### src/rtl/adpll_lock_detector_if.sv
// Signal bundle between the ADPLL loop and its lock detector.
// No valid/ready: the slave samples error_i/dco_cc_i on its internal
// ref_clk_i strobe; outputs are registered levels, lock_lost_o a one-cycle event.
interface adpll_lock_detector_if #(
  parameter int ERROR_WIDTH  = 8,
  parameter int DCO_CC_WIDTH = 5,
  parameter int COUNT_WIDTH  = 8
);
  logic                           enable_i;
  logic                           ref_clk_i;
  logic signed [ERROR_WIDTH-1:0]  error_i;
  logic signed [DCO_CC_WIDTH-1:0] dco_cc_i;
  logic                           locked_o;
  logic                           lock_lost_o;
  logic [COUNT_WIDTH-1:0]         lock_time_o;
  logic signed [DCO_CC_WIDTH-1:0] dco_cc_min_o;
  logic signed [DCO_CC_WIDTH-1:0] dco_cc_max_o;
  logic [1:0]                     dbg_state_o;

  modport master (
    output enable_i, ref_clk_i, error_i, dco_cc_i,
    input  locked_o, lock_lost_o, lock_time_o, dco_cc_min_o, dco_cc_max_o, dbg_state_o
  );

  modport slave (
    input  enable_i, ref_clk_i, error_i, dco_cc_i,
    output locked_o, lock_lost_o, lock_time_o, dco_cc_min_o, dco_cc_max_o, dbg_state_o
  );
endinterface

### src/rtl/adpll_lock_detector.sv
// ADPLL lock detector: run-length lock qualification with hysteretic unlock,
// lock-time measurement and DCO control-code excursion tracking.
module adpll_lock_detector #(
  parameter int ERROR_WIDTH   = 8,
  parameter int DCO_CC_WIDTH  = 5,
  parameter int LOCK_WINDOW   = 2,
  parameter int UNLOCK_WINDOW = 4,
  parameter int LOCK_COUNT    = 16,
  parameter int UNLOCK_COUNT  = 4,
  parameter int COUNT_WIDTH   = 8
) (
  input  logic                  fpga_clk_i,
  input  logic                  reset_i,
  adpll_lock_detector_if.slave  bus
);
  localparam int MAG_W = ERROR_WIDTH - 1;
  localparam logic [MAG_W-1:0]       LOCK_WIN_C   = MAG_W'(LOCK_WINDOW);
  localparam logic [MAG_W-1:0]       UNLOCK_WIN_C = MAG_W'(UNLOCK_WINDOW);
  localparam logic [COUNT_WIDTH-1:0] LOCK_CNT_C   = COUNT_WIDTH'(LOCK_COUNT);
  localparam logic [COUNT_WIDTH-1:0] UNLOCK_CNT_C = COUNT_WIDTH'(UNLOCK_COUNT);
  localparam logic [COUNT_WIDTH-1:0] CNT_ONE      = COUNT_WIDTH'(1);
  localparam logic [MAG_W-1:0]       MAG_ONE      = MAG_W'(1);

  typedef enum logic [1:0] {S_IDLE, S_ACQUIRE, S_LOCKED} state_t;

  state_t                         r_state;
  logic                           r_ref_sync1, r_ref_sync2, r_ref_hist;
  logic [COUNT_WIDTH-1:0]         r_good_cnt, r_bad_cnt, r_lock_time;
  logic [COUNT_WIDTH-1:0]         r_lock_time_o;
  logic                           r_locked, r_lock_lost;
  logic signed [DCO_CC_WIDTH-1:0] r_dco_min, r_dco_max;

  logic                   w_strobe;
  logic [MAG_W-1:0]       w_err_mag;
  logic                   w_in_lock, w_miss;
  logic [COUNT_WIDTH-1:0] w_good_inc, w_bad_inc, w_ltime_inc;

  always_ff @(posedge fpga_clk_i or negedge reset_i) begin
    if (!reset_i) begin
      r_ref_sync1 <= 1'b0;
      r_ref_sync2 <= 1'b0;
      r_ref_hist  <= 1'b0;
    end else begin
      r_ref_sync1 <= bus.ref_clk_i;
      r_ref_sync2 <= r_ref_sync1;
      r_ref_hist  <= r_ref_sync2;
    end
  end

  assign w_strobe = r_ref_sync2 & ~r_ref_hist;

  // The most negative error has no positive twin, so it clamps to full scale.
  always_comb begin
    w_err_mag = '0;
    if (bus.error_i[ERROR_WIDTH-1] && (bus.error_i[MAG_W-1:0] == '0))
      w_err_mag = '1;
    else if (bus.error_i[ERROR_WIDTH-1])
      w_err_mag = ~bus.error_i[MAG_W-1:0] + MAG_ONE;
    else
      w_err_mag = bus.error_i[MAG_W-1:0];
  end

  assign w_in_lock   = (w_err_mag <= LOCK_WIN_C);
  assign w_miss      = (w_err_mag >  UNLOCK_WIN_C);
  assign w_good_inc  = r_good_cnt + CNT_ONE;
  assign w_bad_inc   = r_bad_cnt + CNT_ONE;
  assign w_ltime_inc = (r_lock_time == '1) ? r_lock_time : r_lock_time + CNT_ONE;

  always_ff @(posedge fpga_clk_i or negedge reset_i) begin
    if (!reset_i) begin
      r_state       <= S_IDLE;
      r_good_cnt    <= '0;
      r_bad_cnt     <= '0;
      r_lock_time   <= '0;
      r_lock_time_o <= '0;
      r_locked      <= 1'b0;
      r_lock_lost   <= 1'b0;
      r_dco_min     <= '0;
      r_dco_max     <= '0;
    end else if (!bus.enable_i) begin
      // Disable wins over a coincident strobe; hold registers keep their values.
      r_state     <= S_IDLE;
      r_good_cnt  <= '0;
      r_bad_cnt   <= '0;
      r_lock_time <= '0;
      r_locked    <= 1'b0;
      r_lock_lost <= 1'b0;
    end else begin
      r_lock_lost <= 1'b0;
      case (r_state)
        S_IDLE: begin
          r_state     <= S_ACQUIRE;
          r_good_cnt  <= '0;
          r_bad_cnt   <= '0;
          r_lock_time <= '0;
        end
        S_ACQUIRE: begin
          if (w_strobe) begin
            r_lock_time <= w_ltime_inc;
            if (w_in_lock) begin
              r_good_cnt <= w_good_inc;
              if (w_good_inc == LOCK_CNT_C) begin
                r_state       <= S_LOCKED;
                r_locked      <= 1'b1;
                r_bad_cnt     <= '0;
                r_lock_time_o <= w_ltime_inc;
                r_dco_min     <= bus.dco_cc_i;
                r_dco_max     <= bus.dco_cc_i;
              end
            end else begin
              r_good_cnt <= '0;
            end
          end
        end
        S_LOCKED: begin
          if (w_strobe) begin
            if (bus.dco_cc_i < r_dco_min) r_dco_min <= bus.dco_cc_i;
            if (bus.dco_cc_i > r_dco_max) r_dco_max <= bus.dco_cc_i;
            // Errors between the two windows leave the miss run untouched.
            if (w_miss) begin
              r_bad_cnt <= w_bad_inc;
              if (w_bad_inc == UNLOCK_CNT_C) begin
                r_state     <= S_ACQUIRE;
                r_locked    <= 1'b0;
                r_lock_lost <= 1'b1;
                r_good_cnt  <= '0;
                r_bad_cnt   <= '0;
                r_lock_time <= '0;
              end
            end else if (w_in_lock) begin
              r_bad_cnt <= '0;
            end
          end
        end
        default: r_state <= S_IDLE;
      endcase
    end
  end

  assign bus.locked_o     = r_locked;
  assign bus.lock_lost_o  = r_lock_lost;
  assign bus.lock_time_o  = r_lock_time_o;
  assign bus.dco_cc_min_o = r_dco_min;
  assign bus.dco_cc_max_o = r_dco_max;
  assign bus.dbg_state_o  = r_state;
endmodule

### src/flat_wrapper.sv
// flat-port wrapper written by rule: the top's interface ports become plain ports
module adpll_lock_detector_flat 
#(
  parameter int ERROR_WIDTH   = 8,
  parameter int DCO_CC_WIDTH  = 5,
  parameter int LOCK_WINDOW   = 2,
  parameter int UNLOCK_WINDOW = 4,
  parameter int LOCK_COUNT    = 16,
  parameter int UNLOCK_COUNT  = 4,
  parameter int COUNT_WIDTH   = 8
)
  (fpga_clk_i, reset_i, bus_enable_i, bus_ref_clk_i, bus_error_i, bus_dco_cc_i, bus_locked_o, bus_lock_lost_o, bus_lock_time_o, bus_dco_cc_min_o, bus_dco_cc_max_o, bus_dbg_state_o);
  adpll_lock_detector_if #(.ERROR_WIDTH(ERROR_WIDTH), .DCO_CC_WIDTH(DCO_CC_WIDTH), .COUNT_WIDTH(COUNT_WIDTH)) bus_i ();
  input  logic fpga_clk_i;
  input  logic reset_i;
  input wire logic [$bits(bus_i.enable_i)-1:0] bus_enable_i;
  input wire logic [$bits(bus_i.ref_clk_i)-1:0] bus_ref_clk_i;
  input wire logic [$bits(bus_i.error_i)-1:0] bus_error_i;
  input wire logic [$bits(bus_i.dco_cc_i)-1:0] bus_dco_cc_i;
  output wire logic [$bits(bus_i.locked_o)-1:0] bus_locked_o;
  output wire logic [$bits(bus_i.lock_lost_o)-1:0] bus_lock_lost_o;
  output wire logic [$bits(bus_i.lock_time_o)-1:0] bus_lock_time_o;
  output wire logic [$bits(bus_i.dco_cc_min_o)-1:0] bus_dco_cc_min_o;
  output wire logic [$bits(bus_i.dco_cc_max_o)-1:0] bus_dco_cc_max_o;
  output wire logic [$bits(bus_i.dbg_state_o)-1:0] bus_dbg_state_o;
  assign bus_i.enable_i = bus_enable_i;
  assign bus_i.ref_clk_i = bus_ref_clk_i;
  assign bus_i.error_i = bus_error_i;
  assign bus_i.dco_cc_i = bus_dco_cc_i;
  assign bus_locked_o = bus_i.locked_o;
  assign bus_lock_lost_o = bus_i.lock_lost_o;
  assign bus_lock_time_o = bus_i.lock_time_o;
  assign bus_dco_cc_min_o = bus_i.dco_cc_min_o;
  assign bus_dco_cc_max_o = bus_i.dco_cc_max_o;
  assign bus_dbg_state_o = bus_i.dbg_state_o;
  adpll_lock_detector #(.ERROR_WIDTH(ERROR_WIDTH), .DCO_CC_WIDTH(DCO_CC_WIDTH), .LOCK_WINDOW(LOCK_WINDOW), .UNLOCK_WINDOW(UNLOCK_WINDOW), .LOCK_COUNT(LOCK_COUNT), .UNLOCK_COUNT(UNLOCK_COUNT), .COUNT_WIDTH(COUNT_WIDTH)) u_core (.fpga_clk_i(fpga_clk_i), .reset_i(reset_i), .bus(bus_i));
endmodule
### config.mk
export PLATFORM = sky130hd
export DESIGN_NAME = adpll_lock_detector_flat
export DESIGN_NICKNAME = d
export VERILOG_FILES = /design/src/rtl/adpll_lock_detector_if.sv /design/src/rtl/adpll_lock_detector.sv /design/src/flat_wrapper.sv
export SDC_FILE = /design/constraint.sdc
export NUM_CORES = 1
export LEC_CHECK = 0
export CAP_MARGIN = 30
export CELL_PAD_IN_SITES_DETAIL_PLACEMENT = 0
export CELL_PAD_IN_SITES_GLOBAL_PLACEMENT = 2
export CORE_MARGIN = 1
export CORE_UTILIZATION = 30
export DETAILED_ROUTE_END_ITERATION = 12
export PLACE_DENSITY = 0.76
export RECOVER_POWER = 50
export SYNTH_ARGS = -nofsm -noshare
export SYNTH_HDL_FRONTEND = slang
export SYNTH_SLANG_ARGS = --single-unit
export TNS_END_PERCENT = 5
### constraint.sdc
create_clock -name fpga_clk_i -period 3.4 [get_ports fpga_clk_i]
set_input_delay 0.51 -clock fpga_clk_i [delete_from_list [all_inputs] [get_ports fpga_clk_i]]
set_output_delay 0.51 -clock fpga_clk_i [all_outputs]
set_load 0.02 [all_outputs]
# Word level (Yosys, flattened, before mapping)
# Cells that the tools add are included.
# totals
ff_bits	49
in_bits	17
out_inout_bits	22
wordCells	106
# classes
n_addsub	4
n_lt_le_gt_ge	4
n_eq_ne	20
mux	52
n_bitwise	3
n_reduce_logical	11
# op_table
op	n
$mux 8	17
$pmux 8 s3	3
$mux 5	7
$add 8x1->8 const B	3
$reduce_and 7->1	3
$pmux 5 s2	2
$ne 3x2->1 const B	6
$mux 2	7
$mux 7	2
$mux 1	12
$ne 2x1->1 const B	6
$reduce_and 6->1	2
$reduce_and 5->1	2
$eq 8x3->1 const B	1
$eq 8x5->1 const B	1
$eq 8x8->1 const B	1
$add 7x1->7 const B	1
$gt 7x3->1 const B	1
$le 7x2->1 const B	1
$logic_not 7->1	1
$not 7->7	1
$pmux 2 s3	1
$gt 5x5->1	1
$lt 5x5->1	1
11 further kinds	11

# Longest topological paths before layout
# logic_depth
depth_word	10
depth_mapped	11
depth_no_buf	9

# Worst setup path after synthesis
# Ideal clock, no wire load.
# synth_path
path_kind	input port to flip-flop
startpoint	input port bus_error_i[0]
endpoint	register u_core.r_lock_time_o[2] (netlist: u_core.bus.lock_time_o[2])
setup_ns	0.127
t_arrival_ns	2.567
required_time_ns	3.273
slack_ns	0.705
stages	10
n_path_buf	2
cell_sequence	inv_1 -> ha_1 -> nor3b_1 -> o221ai_1 -> a221o_1 -> or3_1 -> buf_2 -> nor2_4 -> buf_4 -> mux2_1
# synth_between
elab_chain_cells	6
# synth_rtl
item	line	text
from (decl)	flat_wrapper.sv:18	input wire logic [$bits(bus_i.error_i)-1:0] bus_error_i;
$not 7->7	adpll_lock_detector.sv:58	w_err_mag = ~bus.error_i[MAG_W-1:0] + MAG_ONE;
$add 7x1->7	adpll_lock_detector.sv:58	
$mux 7	adpll_lock_detector.sv:57	else if (bus.error_i[ERROR_WIDTH-1])
$mux 7 *	adpll_lock_detector.sv:55	if (bus.error_i[ERROR_WIDTH-1] && (bus.error_i[MAG_W-1:0] == '0))
$le 7x2->1 *	adpll_lock_detector.sv:63	assign w_in_lock = (w_err_mag <= LOCK_WIN_C);
$reduce_and 5->1 (no source line) *	n/a	
to (signal assigned)	adpll_lock_detector.sv:106	r_lock_time_o <= w_ltime_inc;
to (decl)	adpll_lock_detector.sv:29	logic [COUNT_WIDTH-1:0] r_lock_time_o;
# Mark *: on every way between the ends. The rest lies on a longest branch, timed or not.
# A chain may end at the register's enable or synchronous reset.

# Worst setup path in the final report
# layout_path
startpoint	input port bus_error_i[1]
endpoint	register u_core.r_dco_max[4] (netlist: u_core.bus.dco_cc_max_o[4])
# layout_between
elab_chain_cells	7
# layout_rtl
item	line	text
$not 7->7	adpll_lock_detector.sv:58	
$add 7x1->7	adpll_lock_detector.sv:58	
$mux 7	adpll_lock_detector.sv:57	
$mux 7 *	adpll_lock_detector.sv:55	
$le 7x2->1 *	adpll_lock_detector.sv:63	
$ne 2x1->1 (no source line) *	n/a	
$reduce_and 7->1 (no source line) *	n/a	
to (signal assigned)	adpll_lock_detector.sv:108	r_dco_max <= bus.dco_cc_i;
to (signal assigned)	adpll_lock_detector.sv:118	if (bus.dco_cc_i > r_dco_max) r_dco_max <= bus.dco_cc_i;
to (decl)	adpll_lock_detector.sv:31	logic signed [DCO_CC_WIDTH-1:0] r_dco_min, r_dco_max;
# Marked as above.

==> impl_metrics.json <==
{
  "initial_core_util": 0.310,
  "yosysMostFrequentCell": "dfrtp_1",
  "syn_inst": 320,
  "fin_skew_ns": 0.00834,
  "grt_use_met2": 0.224,
  "numCtsBuffers": 5,
  "peakVddDrop_v": 0.000193,
  "max_stage_delay_ns": 0.45,
  "seqCellArea_um2": 1230,
  "cp-end-kind": "flip-flop",
  "tightestPinTransition_ns": 1.49,
  "insertion_delay_ns": 0.30,
  "syn_area_per_cell_um2": 9.51,
  "rows": 36,
  "netlist_area_um2": 3040,
  "yosys.area.top_type": "dfrtp_1",
  "gr-usage-all-layers": 0.140,
  "start_kind": "primary input",
  "synth_top_area_frac": 0.403,
  "worst_path_max_delay_cell": "clkdlybuf4s50_1",
  "cts_hold_buf": 0,
  "yosysWarnings": 0,
  "finalHoldViolCount": 0,
  "route.vias.total": 2536,
  "rsz0062_at_grt": "no",
  "cp_num_buf_inv": 2,
  "grt_use_met3": 0.0231,
  "clock.fmax_mhz": 328,
  "violations": "max-capacitance violations",
  "ant_nets": 0,
  "grt_first_pass_wirelength_um": 11600,
  "tns_ns": 0,
  "place_area_um2": 3630,
  "slew_headroom": 0.00548,
  "cts_max_path_buffers": 2,
  "postLayoutCoreUtil": 0.381,
  "ioPinCount": 39,
  "cts_root_buffer": "clkbuf_8",
  "die_y_um": 103,
  "die_w_um": 103,
  "status": "complete, but fails checks",
  "crit_type": "in2reg",
  "final-setup-viol-count": 0,
  "drc": 0,
  "totalPowerFinal_mw": 1.14,
  "grt_pass1_vias": 2411,
  "avgRoutedWirePerCell_um": 13.5,
  "coreArea_um2": 9820,
  "yosysSeqAreaShare": 0.403,
  "yosysUniqueCellTypes": 66,
  "period_share": 0.897,
  "cts_setup_buffers": 0,
  "grt.met1_usage": 0.199,
  "crit_family": "simple AND/OR/NAND/NOR gates",
  "leakagePower_nw": 1.67,
  "rrSetupSlack_ns": 0.81,
  "clkTransAtPathRegs_ns": 0.10,
  "die_area_um2": 10500,
  "antenna_found_initial": 0,
  "first_pass_iters": 4,
  "cts_tree": "built",
  "synthToLayoutAreaGrowth_pct": 23.1,
  "instances_no_fill": 502,
  "dpl.cell_count": 494,
  "antenna_cells": 0,
  "layout.nets": 399,
  "fill_cells": 1012,
  "grt-busiest-layer": "met2",
  "path_cells": "clkdlybuf4s50_1 > inv_1 > ha_1 > nor3b_1 > o221ai_1 > a221o_1 > or2_4 > or3_4 > o21ai_4 > mux2_4",
  "synth_nets": 351,
  "wl_um": 6790,
  "p_per_area_nw_per_um2": 304,
  "netlist_top_cells_count": "49 x dfrtp_1, 26 x nor2_1, 24 x o21ai_0",
  "io_buffers": 38,
  "cp_max_fo": 5,
  "gp_congestion": 0.751,
  "cts.sinks": 49,
  "maxCapViolCount": 1,
  "synthFlopType": "dfrtp_1",
  "htree_levels": 2,
  "dp_hpwl_um": 5100,
  "period_minus_slack_ns": 3.05,
  "ys_ff_latch": 49,
  "drive_gt1_frac": 0.130,
  "async_flop_share": 1.00,
  "cts-resized-gates": 0,
  "fin_area_um2": 3750,
  "cp.arrival_ns": 3.24,
  "synthTopCellsByArea": "dfrtp_1 40%, ha_1 5.8%, mux2_4 5.4%, o21ai_0 3.9%, nor2_1 3.2%",
  "grt_max_degree": 29,
  "hp-class": "reg2reg",
  "multi_input_area_um2": 1690,
  "drt_iter0_markers": 85,
  "drv_slew": 0,
  "viasPerCell": 5.05,
  "synth_edf_count": 0,
  "crit_required_ns": 3.59,
  "gr-total-overflow": 0
}
sequential cells by signal (all words and copies together) (netlist names):
name and flops:
u_core.bus.lock_time_o 8, u_core.r_bad_cnt 8, u_core.r_good_cnt 8, u_core.r_lock_time 8, u_core.bus.dco_cc_max_o 5, u_core.bus.dco_cc_min_o 5, u_core.bus.dbg_state_o 2, u_core.bus.lock_lost_o 1
u_core.bus.locked_o 1, u_core.r_ref_hist 1, u_core.r_ref_sync1 1, u_core.r_ref_sync2 1
worst reg2reg max path, delay by kind of cell, from the launching register on:
family | cells | cell delay, ns
AOI/OAI and AO/OA | 4 | 0.90
DFF | 1 | 0.47
and+or+nand+nor | 2 | 0.44
buffers and inverters | 2 | 0.37
adders and majority gates | 1 | 0.29
per-layer routing:
layer / share of wire / wire, um
met5: 0 / 0
met4: 0.0056 / 38
met3: 0.035 / 237
met2: 0.45 / 3020
met1: 0.51 / 3490
report_power, final:
part	total, mW	internal (mW)	leakage, nW	switching [mW]
sequential	0.588	0.585	0.675	0.00300
combinational	0.109	0.0475	0.941	0.0618
clock	0.441	0.239	0.0574	0.201
placed cells by master, fill, tap and decap left out, types with 3 or more instances in the layout:
cell	instances
nand3_1	13
or2_2	3
nand2b_1	7
mux2_2	4
nor4_1	3
clkbuf_8	6
dlygate4sd3_1	9
a31oi_1	10
dfrtp_1	49
clkdlybuf4s50_1	28
xnor2_1	3
a21oi_1	15
buf_4	12
nand2_1	21
o21a_1	3
xor2_1	3
mux2_4	11
nand4_1	4
mux2i_1	3
ha_1	14
o21ai_0	24
nor3_1	6
nor2b_1	5
inv_1	21
nor2_1	26
a21o_1	3
a22o_1	3
and3_1	11
kinds of logic (layout without fill, tap and decap cells):
kind of cell	count (synthesis)	after routing	synth area share
fa+ha+maj	14	14	0.0576
flops	49	49	0.403
xor+xnor	6	6	0.0173
buf+inv	31	80	0.0428
compound gates	87	87	0.199
mux	19	19	0.0826
simple gates	114	114	0.198
final cells by class:
class,instances,area share
Clock buffer,6,0.0220
Clock inverter,2,0.0100
Tap cell,133,0.0444
Inverter,21,0.0210
Sequential cell,49,0.327
Multi-Input combinational cell,240,0.450
Timing Repair Buffer,51,0.125
worst paths after layout:
| kind | startpoint | endpoint | depth (start not counted) |
|---|---|---|---|
| worst max-delay path | bus_error_i[1] | u_core.bus.dco_cc_max_o[4] | 10 |
| worst min-delay path | u_core.r_ref_sync1 | u_core.r_ref_sync2 | 0 |
| worst max register to register | u_core.r_bad_cnt[0] | u_core.r_good_cnt[6] | 9 |
| worst min register to register | u_core.r_ref_sync1 | u_core.r_ref_sync2 | 0 |
| max in group asynchronous | reset_i | u_core.r_bad_cnt[7] | 2 |
| min in group asynchronous | reset_i | u_core.r_bad_cnt[1] | 1 |
through the flow:
stage | worst slack [ns] | hold WS [ns]
4_1_cts | 0.346 | 0.200
2_1_floorplan | 0.705 | 0.214
5_1_grt | 0.174 | 0.370
6_report | 0.349 | 0.359
3_3_place_gp | 0.116 | 0.341
3_5_place_dp | 0.0369 | 0.337
Note: power is estimated with default switching activity, not from simulation.
